$ cat src/rtl/regfile_writeback_pkg.sv
// rtl/regfile_writeback_pkg.sv - shared widths, x0 constant and write-request type
package regfile_writeback_pkg;
  localparam int AW_DEF = 5;
  localparam int DW_DEF = 32;
  localparam logic [AW_DEF-1:0] REG_ZERO = '0;

  typedef struct packed {
    logic [AW_DEF-1:0] rd;
    logic [DW_DEF-1:0] data;
  } wr_req_t;
endpackage

$ cat src/rtl/regfile_writeback_if.sv
// rtl/regfile_writeback_if.sv - result sources, hazard query and register-file write port
interface regfile_writeback_if
  import regfile_writeback_pkg::*;
#(
  parameter int DEPTH = 4,
  parameter int AW    = AW_DEF,
  parameter int DW    = DW_DEF
);
  logic                    alu_valid;
  logic [AW-1:0]           alu_rd;
  logic [DW-1:0]           alu_data;
  logic                    ld_valid;
  logic                    ld_ready;
  logic [AW-1:0]           ld_rd;
  logic [DW-1:0]           ld_data;
  logic [AW-1:0]           q_addr;
  logic                    q_busy;
  logic [AW-1:0]           a3;
  logic [DW-1:0]           wd3;
  logic                    we3;
  logic [$clog2(DEPTH):0]  fifo_count;

  modport master (
    output alu_valid, alu_rd, alu_data, ld_valid, ld_rd, ld_data, q_addr,
    input  ld_ready, q_busy, a3, wd3, we3, fifo_count
  );

  modport slave (
    input  alu_valid, alu_rd, alu_data, ld_valid, ld_rd, ld_data, q_addr,
    output ld_ready, q_busy, a3, wd3, we3, fifo_count
  );
endinterface

$ cat src/rtl/regfile_writeback_wb_fifo.sv
// rtl/regfile_writeback_wb_fifo.sv - in-order circular FIFO exposing per-entry keys for hazard lookup
module wb_fifo #(
  parameter int DEPTH = 4,
  parameter int W     = 37,
  parameter int KW    = 5
) (
  input  logic                    clk,
  input  logic                    rst,
  input  logic                    push,
  input  logic [W-1:0]            push_data,
  input  logic                    pop,
  output logic [W-1:0]            head,
  output logic [$clog2(DEPTH):0]  count,
  output logic [DEPTH*KW-1:0]     entries,
  output logic [DEPTH-1:0]        valid
);
  localparam int PW = $clog2(DEPTH);

  logic [W-1:0]  mem [DEPTH];
  logic [PW-1:0] wr_ptr;
  logic [PW-1:0] rd_ptr;

  always_ff @(posedge clk or posedge rst) begin
    if (rst) begin
      wr_ptr <= '0;
      rd_ptr <= '0;
      count  <= '0;
    end else begin
      if (push) wr_ptr <= wr_ptr + 1'b1;
      if (pop)  rd_ptr <= rd_ptr + 1'b1;
      case ({push, pop})
        2'b10:   count <= count + 1'b1;
        2'b01:   count <= count - 1'b1;
        default: count <= count;
      endcase
    end
  end

  always_ff @(posedge clk) begin
    if (push) mem[wr_ptr] <= push_data;
  end

  assign head = mem[rd_ptr];

  // An entry is live when its distance from the read pointer is below the occupancy.
  for (genvar i = 0; i < DEPTH; i++) begin : g_ent
    assign entries[i*KW +: KW] = mem[i][W-1 -: KW];
    assign valid[i] = {1'b0, PW'(i) - rd_ptr} < count;
  end
endmodule

$ cat src/rtl/regfile_writeback.sv
// rtl/regfile_writeback.sv - merges ALU and buffered load results onto the register-file write port
module regfile_writeback
  import regfile_writeback_pkg::*;
#(
  parameter int DEPTH = 4,
  parameter int AW    = AW_DEF,
  parameter int DW    = DW_DEF
) (
  input  logic                 clk,
  input  logic                 rst,
  regfile_writeback_if.slave   bus
);
  localparam int CW = $clog2(DEPTH) + 1;

  logic [AW+DW-1:0]    head;
  logic [CW-1:0]       count;
  logic [DEPTH*AW-1:0] entries;
  logic [DEPTH-1:0]    valid;
  logic                alu_sel;
  logic                ld_acc;
  logic                pop;
  logic                bypass;
  logic                push;
  logic                hit;
  logic [AW-1:0]       a3;
  logic [DW-1:0]       wd3;
  logic                we3;

  assign bus.ld_ready   = (count != CW'(DEPTH));
  assign bus.fifo_count = count;

  assign alu_sel = bus.alu_valid && (bus.alu_rd != AW'(REG_ZERO));
  assign ld_acc  = bus.ld_valid && bus.ld_ready;
  assign pop     = !alu_sel && (count != '0);
  assign bypass  = !alu_sel && (count == '0) && ld_acc && (bus.ld_rd != AW'(REG_ZERO));
  // x0 loads complete the handshake but never occupy an entry.
  assign push    = ld_acc && (bus.ld_rd != AW'(REG_ZERO)) && !bypass;

  wb_fifo #(
    .DEPTH (DEPTH),
    .W     (AW + DW),
    .KW    (AW)
  ) u_fifo (
    .clk       (clk),
    .rst       (rst),
    .push      (push),
    .push_data ({bus.ld_rd, bus.ld_data}),
    .pop       (pop),
    .head      (head),
    .count     (count),
    .entries   (entries),
    .valid     (valid)
  );

  always_ff @(posedge clk or posedge rst) begin
    if (rst) begin
      we3 <= 1'b0;
      a3  <= '0;
      wd3 <= '0;
    end else if (alu_sel) begin
      we3 <= 1'b1;
      a3  <= bus.alu_rd;
      wd3 <= bus.alu_data;
    end else if (pop) begin
      we3 <= 1'b1;
      a3  <= head[AW+DW-1 -: AW];
      wd3 <= head[DW-1:0];
    end else if (bypass) begin
      we3 <= 1'b1;
      a3  <= bus.ld_rd;
      wd3 <= bus.ld_data;
    end else begin
      we3 <= 1'b0;
    end
  end

  assign bus.a3  = a3;
  assign bus.wd3 = wd3;
  assign bus.we3 = we3;

  always_comb begin
    hit = 1'b0;
    for (int i = 0; i < DEPTH; i++) begin
      if (valid[i] && (entries[i*AW +: AW] == bus.q_addr)) hit = 1'b1;
    end
  end

  // The staged write still counts as pending until the register file has taken it.
  assign bus.q_busy = (bus.q_addr != AW'(REG_ZERO)) && (hit || (we3 && (a3 == bus.q_addr)));
endmodule

$ cat src/flat_wrapper.sv
// flat-port wrapper written by rule: the top's interface ports become plain ports
module regfile_writeback_flat import regfile_writeback_pkg::*;
#(
  parameter int DEPTH = 4,
  parameter int AW    = AW_DEF,
  parameter int DW    = DW_DEF
)
  (clk, rst, bus_alu_valid, bus_alu_rd, bus_alu_data, bus_ld_valid, bus_ld_rd, bus_ld_data, bus_q_addr, bus_ld_ready, bus_q_busy, bus_a3, bus_wd3, bus_we3, bus_fifo_count);
  regfile_writeback_if #(.DEPTH(DEPTH), .AW(AW), .DW(DW)) bus_i ();
  input  logic clk;
  input  logic rst;
  input wire logic [$bits(bus_i.alu_valid)-1:0] bus_alu_valid;
  input wire logic [$bits(bus_i.alu_rd)-1:0] bus_alu_rd;
  input wire logic [$bits(bus_i.alu_data)-1:0] bus_alu_data;
  input wire logic [$bits(bus_i.ld_valid)-1:0] bus_ld_valid;
  input wire logic [$bits(bus_i.ld_rd)-1:0] bus_ld_rd;
  input wire logic [$bits(bus_i.ld_data)-1:0] bus_ld_data;
  input wire logic [$bits(bus_i.q_addr)-1:0] bus_q_addr;
  output wire logic [$bits(bus_i.ld_ready)-1:0] bus_ld_ready;
  output wire logic [$bits(bus_i.q_busy)-1:0] bus_q_busy;
  output wire logic [$bits(bus_i.a3)-1:0] bus_a3;
  output wire logic [$bits(bus_i.wd3)-1:0] bus_wd3;
  output wire logic [$bits(bus_i.we3)-1:0] bus_we3;
  output wire logic [$bits(bus_i.fifo_count)-1:0] bus_fifo_count;
  assign bus_i.alu_valid = bus_alu_valid;
  assign bus_i.alu_rd = bus_alu_rd;
  assign bus_i.alu_data = bus_alu_data;
  assign bus_i.ld_valid = bus_ld_valid;
  assign bus_i.ld_rd = bus_ld_rd;
  assign bus_i.ld_data = bus_ld_data;
  assign bus_i.q_addr = bus_q_addr;
  assign bus_ld_ready = bus_i.ld_ready;
  assign bus_q_busy = bus_i.q_busy;
  assign bus_a3 = bus_i.a3;
  assign bus_wd3 = bus_i.wd3;
  assign bus_we3 = bus_i.we3;
  assign bus_fifo_count = bus_i.fifo_count;
  regfile_writeback #(.DEPTH(DEPTH), .AW(AW), .DW(DW)) u_core (.clk(clk), .rst(rst), .bus(bus_i));
endmodule
$ cat config.mk
export PLATFORM = sky130hd
export DESIGN_NAME = regfile_writeback_flat
export DESIGN_NICKNAME = d
export VERILOG_FILES = /design/src/rtl/regfile_writeback_pkg.sv /design/src/rtl/regfile_writeback_if.sv /design/src/rtl/regfile_writeback_wb_fifo.sv /design/src/rtl/regfile_writeback.sv /design/src/flat_wrapper.sv
export SDC_FILE = /design/constraint.sdc
export NUM_CORES = 1
export LEC_CHECK = 0
export ABC_AREA = 0
export CAP_MARGIN = 10
export CORE_MARGIN = 1.5
export CORE_UTILIZATION = 44
export CTS_CLUSTER_SIZE = 16
export DETAILED_ROUTE_END_ITERATION = 16
export GPL_TIMING_DRIVEN = 0
export PLACE_DENSITY = 0.63
export SYNTH_ARGS = -nofsm -noshare
export SYNTH_HDL_FRONTEND = slang
export SYNTH_SLANG_ARGS = --single-unit
$ cat constraint.sdc
create_clock -name clk -period 4.2 [get_ports clk]
set_clock_uncertainty 0.2 [all_clocks]
set_input_delay 1.26 -clock clk [delete_from_list [all_inputs] [get_ports clk]]
set_output_delay 1.26 -clock clk [all_outputs]
set_load 0.01 [all_outputs]
* Yosys cells after proc, flatten, opt, wreduce, memory -nomap -nowiden
Memories as Yosys holds them, arrays and structs flattened. Cells that the tools add are included.
Word-level totals: memory bits (writable) 148, word-level logic and storage cells 67, register bits 45, memories kept 1, output and inout port bits 43, bits of input ports 83
Memories:
- u_core.u_fifo.mem | depth 4, bits a word 37, read ports 5, clocked after Yosys merged registers in 0, write ports 1, line regfile_writeback_wb_fifo.sv:19 | logic [W-1:0] mem [DEPTH];
Operators by class: reductions and logical operators 24, order comparisons 4, multiplexer cells 16, eq/ne operators 8, $add $sub $neg 8
Operators by type and width (count):
- 32-bit 2-to-1 mux | 3
- 5-bit equality test | 5
- 5-bit 2-to-1 mux | 3
- 5-bit nonzero test | 3
- 1-bit logical AND | 14
- 2-bit by 3-bit < comparator with 1-bit output | 4
- 1-bit 2-to-1 mux | 9
- 3-bit one-hot mux with 2 select lines | 1
- 3-bit nonzero test | 2
- 2-bit by 1-bit adder with 2-bit output (second input constant) | 2
- 1-bit by 2-bit subtractor with 2-bit output (first input constant) | 2
- 2-bit subtractor (first input constant) | 2
- 3-bit by 1-bit adder with 3-bit output (second input constant) | 1
- 3-bit logical NOT | 1
- 3-bit != test (second input constant) | 1
- 3-bit by 1-bit subtractor with 3-bit output (second input constant) | 1
- 2-bit by 1-bit equality test with 1-bit output (second input constant) | 1
- 2-bit equality test (second input constant) | 1
- 1-bit logical NOT | 2
- 2-bit nonzero test | 1
- 1-bit logical OR | 1

* Depth between registers and ports, before layout
depth after elaboration 10, mapped depth 11, gate-level depth less buffers 11

* Hierarchy
From an unflattened synthesis, not the netlist that was laid out.
Unflattened totals: cell total of the unflattened synthesis 523, area, all modules 8762.2 µm²
Modules (own cells, without submodules):
- wb_fifo | seq. area each 4619.4 µm², area each 6040.8 µm², instances 1, cells an instance 266
- regfile_writeback | seq. area each 950.9 µm², area each 2721.4 µm², instances 1, cells an instance 257

* Worst setup path before layout
No wires, ideal clock.
path type input port to output port, start point input bus_q_addr[3], end point output bus_q_busy, stages on the path 6, slack 0.413 ns, data required time 2.740 ns, path buffers 1, arrival time 2.327 ns, path through clkbuf_1 -> xnor2_1 -> nand4_1 -> a2111oi_0 -> nor3_1 -> a21oi_1
On the way: word-level cells in the longest chain between the ends 8, elaborated cells on any way between the ends 17, classes of those cells eq/ne: 5; mux: 4; reduce/logical: 8
RTL lines:
- start, declared | line flat_wrapper.sv:18 | input wire logic [$bits(bus_i.q_addr)-1:0] bus_q_addr;
- 5-bit equality test | line regfile_writeback.sv:84 | if (valid[i] && (entries[i*AW +: AW] == bus.q_addr)) hit = 1'b1;
- 1-bit logical AND | line regfile_writeback.sv:84
- 1-bit 2-to-1 mux (4 in a row) | line regfile_writeback.sv:84
- 1-bit logical OR | line regfile_writeback.sv:89 | assign bus.q_busy = (bus.q_addr != AW'(REG_ZERO)) && (hit || (we3 && (a3 == bus.q_addr)));
- 1-bit logical AND * | line regfile_writeback.sv:89
- end, declared | line flat_wrapper.sv:20 | output wire logic [$bits(bus_i.q_busy)-1:0] bus_q_busy;
Every way passes the cells marked *; elsewhere a longest branch is shown, timed or not.

* Worst setup path in the final report
start point input bus_q_addr[1], end point output bus_q_busy
The elaborated chain is that of the path after synthesis.

==> flow_summary.yaml <==
cts:
  h-tree-depth: 4
  clk_pin_slew_ns: 0.07
  cts_tree: "built"
  cts.sinks: 193
  cts.path.max_buffers: 2
  clock_latency_ns: 0.42
  numCtsBuffers: 17
  postCtsHoldBufs: 0
  cts-root-buf: "clkbuf_16"
cells_and_area:
  area_delta_synth_final_pct: 26.8
  utilization_pct: 57.5
  antenna-diode-count: 0
  layout-drive-gt1-share_pct: 15.2
  final_nets: 815
global_route:
  grt.total_usage_pct: 21.3
  grt_pass1_wl_mm: 31.2
  grt_overflow_total: 0
  grt_max_degree: 26
  first_global_vias: 5495
  antenna_found_initial: 0
logic_synthesis:
  syn_inst: 576
  synth.most_common_cell: "edfxtp_1"
  synth_compound_area_share_pct: 5.73
  synth.top_cell.area_share_pct: 53.8
  synth_cell_types: 37
  synth_common_cells: "edfxtp_1, nand2_1, dfrtp_1, a21oi_1, nor2_1"
  yosysSeqAreaShare_pct: 67.4
  syn-num-nets: 669
  synth-async-reset-ratio_pct: 23.3
  synth_edf_count: 148
  ys_ff_latch: 193
  synth-adder-area-share_pct: 1.61
  synth_area_leaders: "edfxtp_1, dfrtp_1, mux4_2"
  yosysWarnings: 0
  postSynthAreaPerCell_um2: 14.3
  synthSimpleGateAreaFrac_pct: 9.01
  ys.flop_type: "edfxtp_1"
  synth_top_family_by_area: "multiplexers"
  synth_mux_area_share_pct: 10.3
  synth_xor_area_share_pct: 3.39
  netlist.top_cell.by_area: "edfxtp_1"
  syn_area_um2: 8260
worst_hold_path:
  hold_class: "flop to flop"
  holdPathEnd: "u_core.bus.wd3[3]"
  min_path_cells: 2
  min_from: "u_core.bus.wd3[3]"
critical_path:
  rrSetupSlack_ns: 0.93
  cp-end-kind: "output port"
  arrival_ns: 2.69
  cp-start-kind: "primary input"
  path_class: "primary input to output port"
  r2r_end: "u_core.u_fifo.count[2]"
  r2r_cells: 11
  r2r_start: "u_core.u_fifo.count[0]"
  path_max_fanout: 6
  required_ns: 2.74
power_and_ir_drop:
  ir_drop_v: 0.000306
  p_leak_nw: 3.73
  p_total_mw: 6.88
  pwr-share-comb_pct: 36.3
  p_sw_mw: 2.20
  switching_share_pct: 32.0
  power_density_nw_per_um2: 657
  p_seq_share_pct: 40.6
  clock_power_share_pct: 23.1
  internal_power_mw: 4.68
sta:
  rsz0062_at_grt: "true"
  setup_violations: 0
  setup_tns_ns: 0
  max_freq_ghz: 0.241
  worst_pin_slew_ns: 1.01
  slew_violations: 0
  fin_hold_ws_ns: 0.325
  period_minus_slack_ns: 4.15
  finalHoldViolCount: 0
  fin_crit_sh_pct: 98.8
  slew_headroom_pct: 32.3
die:
  rows: 49
  fp.dieArea_um2: 19600
  io_pins: 126
  die_h_um: 140
  start_util_pct: 45.4
  die_x_um: 140
  core_um2: 18200
place:
  hpwl_mm: 13.3
  place_congestion: 0.829
  portBuffers: 120
routing:
  vias: 5302
  drt-pass1-iter-count: 5
  drc: 0
  postRouteAntennaNets: 0
  routed_via_density: 5.50
  drt_iter0_markers: 448
  wl_per_cell_um: 20.6
  wl_mm: 19.8
job:
  drv_cap: 0
outcome:
  outcome: "completed"
## kinds of logic after synthesis
group                      count (synthesis)
adders and majority gates                 10
buffers and inverters                     49
and+or+nand+nor                          168
DFF                                      193
AOI/OAI and AO/OA                         85
xor gates and xnor gates                  32
muxes                                     39
## placed cells by master, fill, tap and decap left out, types with 17 or more instances in the layout
master	netlist	routed
mux4_2	37	37
xnor2_1	18	18
clkbuf_16	0	17
o21ai_0	35	35
a21oi_1	41	41
clkdlybuf4s50_1	0	119
nand3_1	35	35
nor2_1	40	40
dfrtp_1	45	43
edfxtp_1	148	148
nand2_1	71	71
## through the flow
stage / std cells / instance area, um2 / setup slack (ns)
2_1_floorplan: 576 / 8260 / 0.413
3_3_place_gp: 925 / 9750 / -0.736
3_5_place_dp: 930 / 9850 / -0.362
4_1_cts: 961 / 10400 / 0.0314
5_1_grt: 964 / 10500 / -0.0543
6_report: 964 / 10500 / 0.0491
## layer usage
layer,vias to the layer above,global-route usage [%],routed length (um)
met3,9,4.89,1230
met4,0,4.76,150
met2,190,35.9,9910
li1,2431,-,-
met1,2672,28.3,8540
met5,-,0,0
## critical path: stages
cell and delay [ns]:
clkbuf_2 0.17, xor2_1 0.17, nor4_1 0.29, and3_1 0.22
nor3_1 0.06, a21oi_1 0.22, dlygate4sd2_1 0.30
## timing repair
item / CTS / global route
pin swaps: 1 / 1
buffers inserted: 0 / 3
resized for setup: 9 / 5
endpoints found under the setup margin: 1 / 2
## power groups by stage
stage	sequential, mW	clock [mW]	combinational, mW
finish	2.79	1.59	2.50
global route	2.84	1.70	2.74
CTS	2.79	1.62	2.53
detailed placement	2.82	0	2.52
global placement	2.81	0	2.43
floorplan	2.87	0	1.43
## how the worst max path moves through the flow
stage | start | end | slack (ns) | depth (start not counted)
after global routing | bus_q_addr[3] | bus_q_busy | -0.05 | 7
after CTS | bus_q_addr[1] | bus_q_busy | 0.03 | 7
after detailed placement | bus_q_addr[2] | bus_q_busy | -0.36 | 7
final | bus_q_addr[1] | bus_q_busy | 0.05 | 7
after global placement | bus_alu_rd[2] | u_core.u_fifo.mem[0][11] | -0.74 | 6
after floorplan | bus_q_addr[3] | bus_q_busy | 0.41 | 6
## final cells by class
| cell class | count | area (um2) |
|---|---|---|
| Buffer | 38 | 179 |
| Clock buffer | 17 | 425 |
| Clock inverter | 15 | 156 |
| Fill cell | 1447 | 7740 |
| Inverter | 10 | 37.5 |
| Multi-Input combinational cell | 334 | 2490 |
| Sequential cell | 193 | 5570 |
| Tap cell | 229 | 287 |
| Timing Repair Buffer | 128 | 1320 |
## flip-flops by register name, summed over array words and instances, names as in the netlist
signal / count
u_core.u_fifo.wr_ptr: 2
u_core.bus.a3: 5
u_core.u_fifo.count: 3
u_core.bus.we3: 1
u_core.u_fifo.rd_ptr: 2
u_core.u_fifo.mem: 148
u_core.bus.wd3: 32
Note: power is estimated with default switching activity, not from simulation.
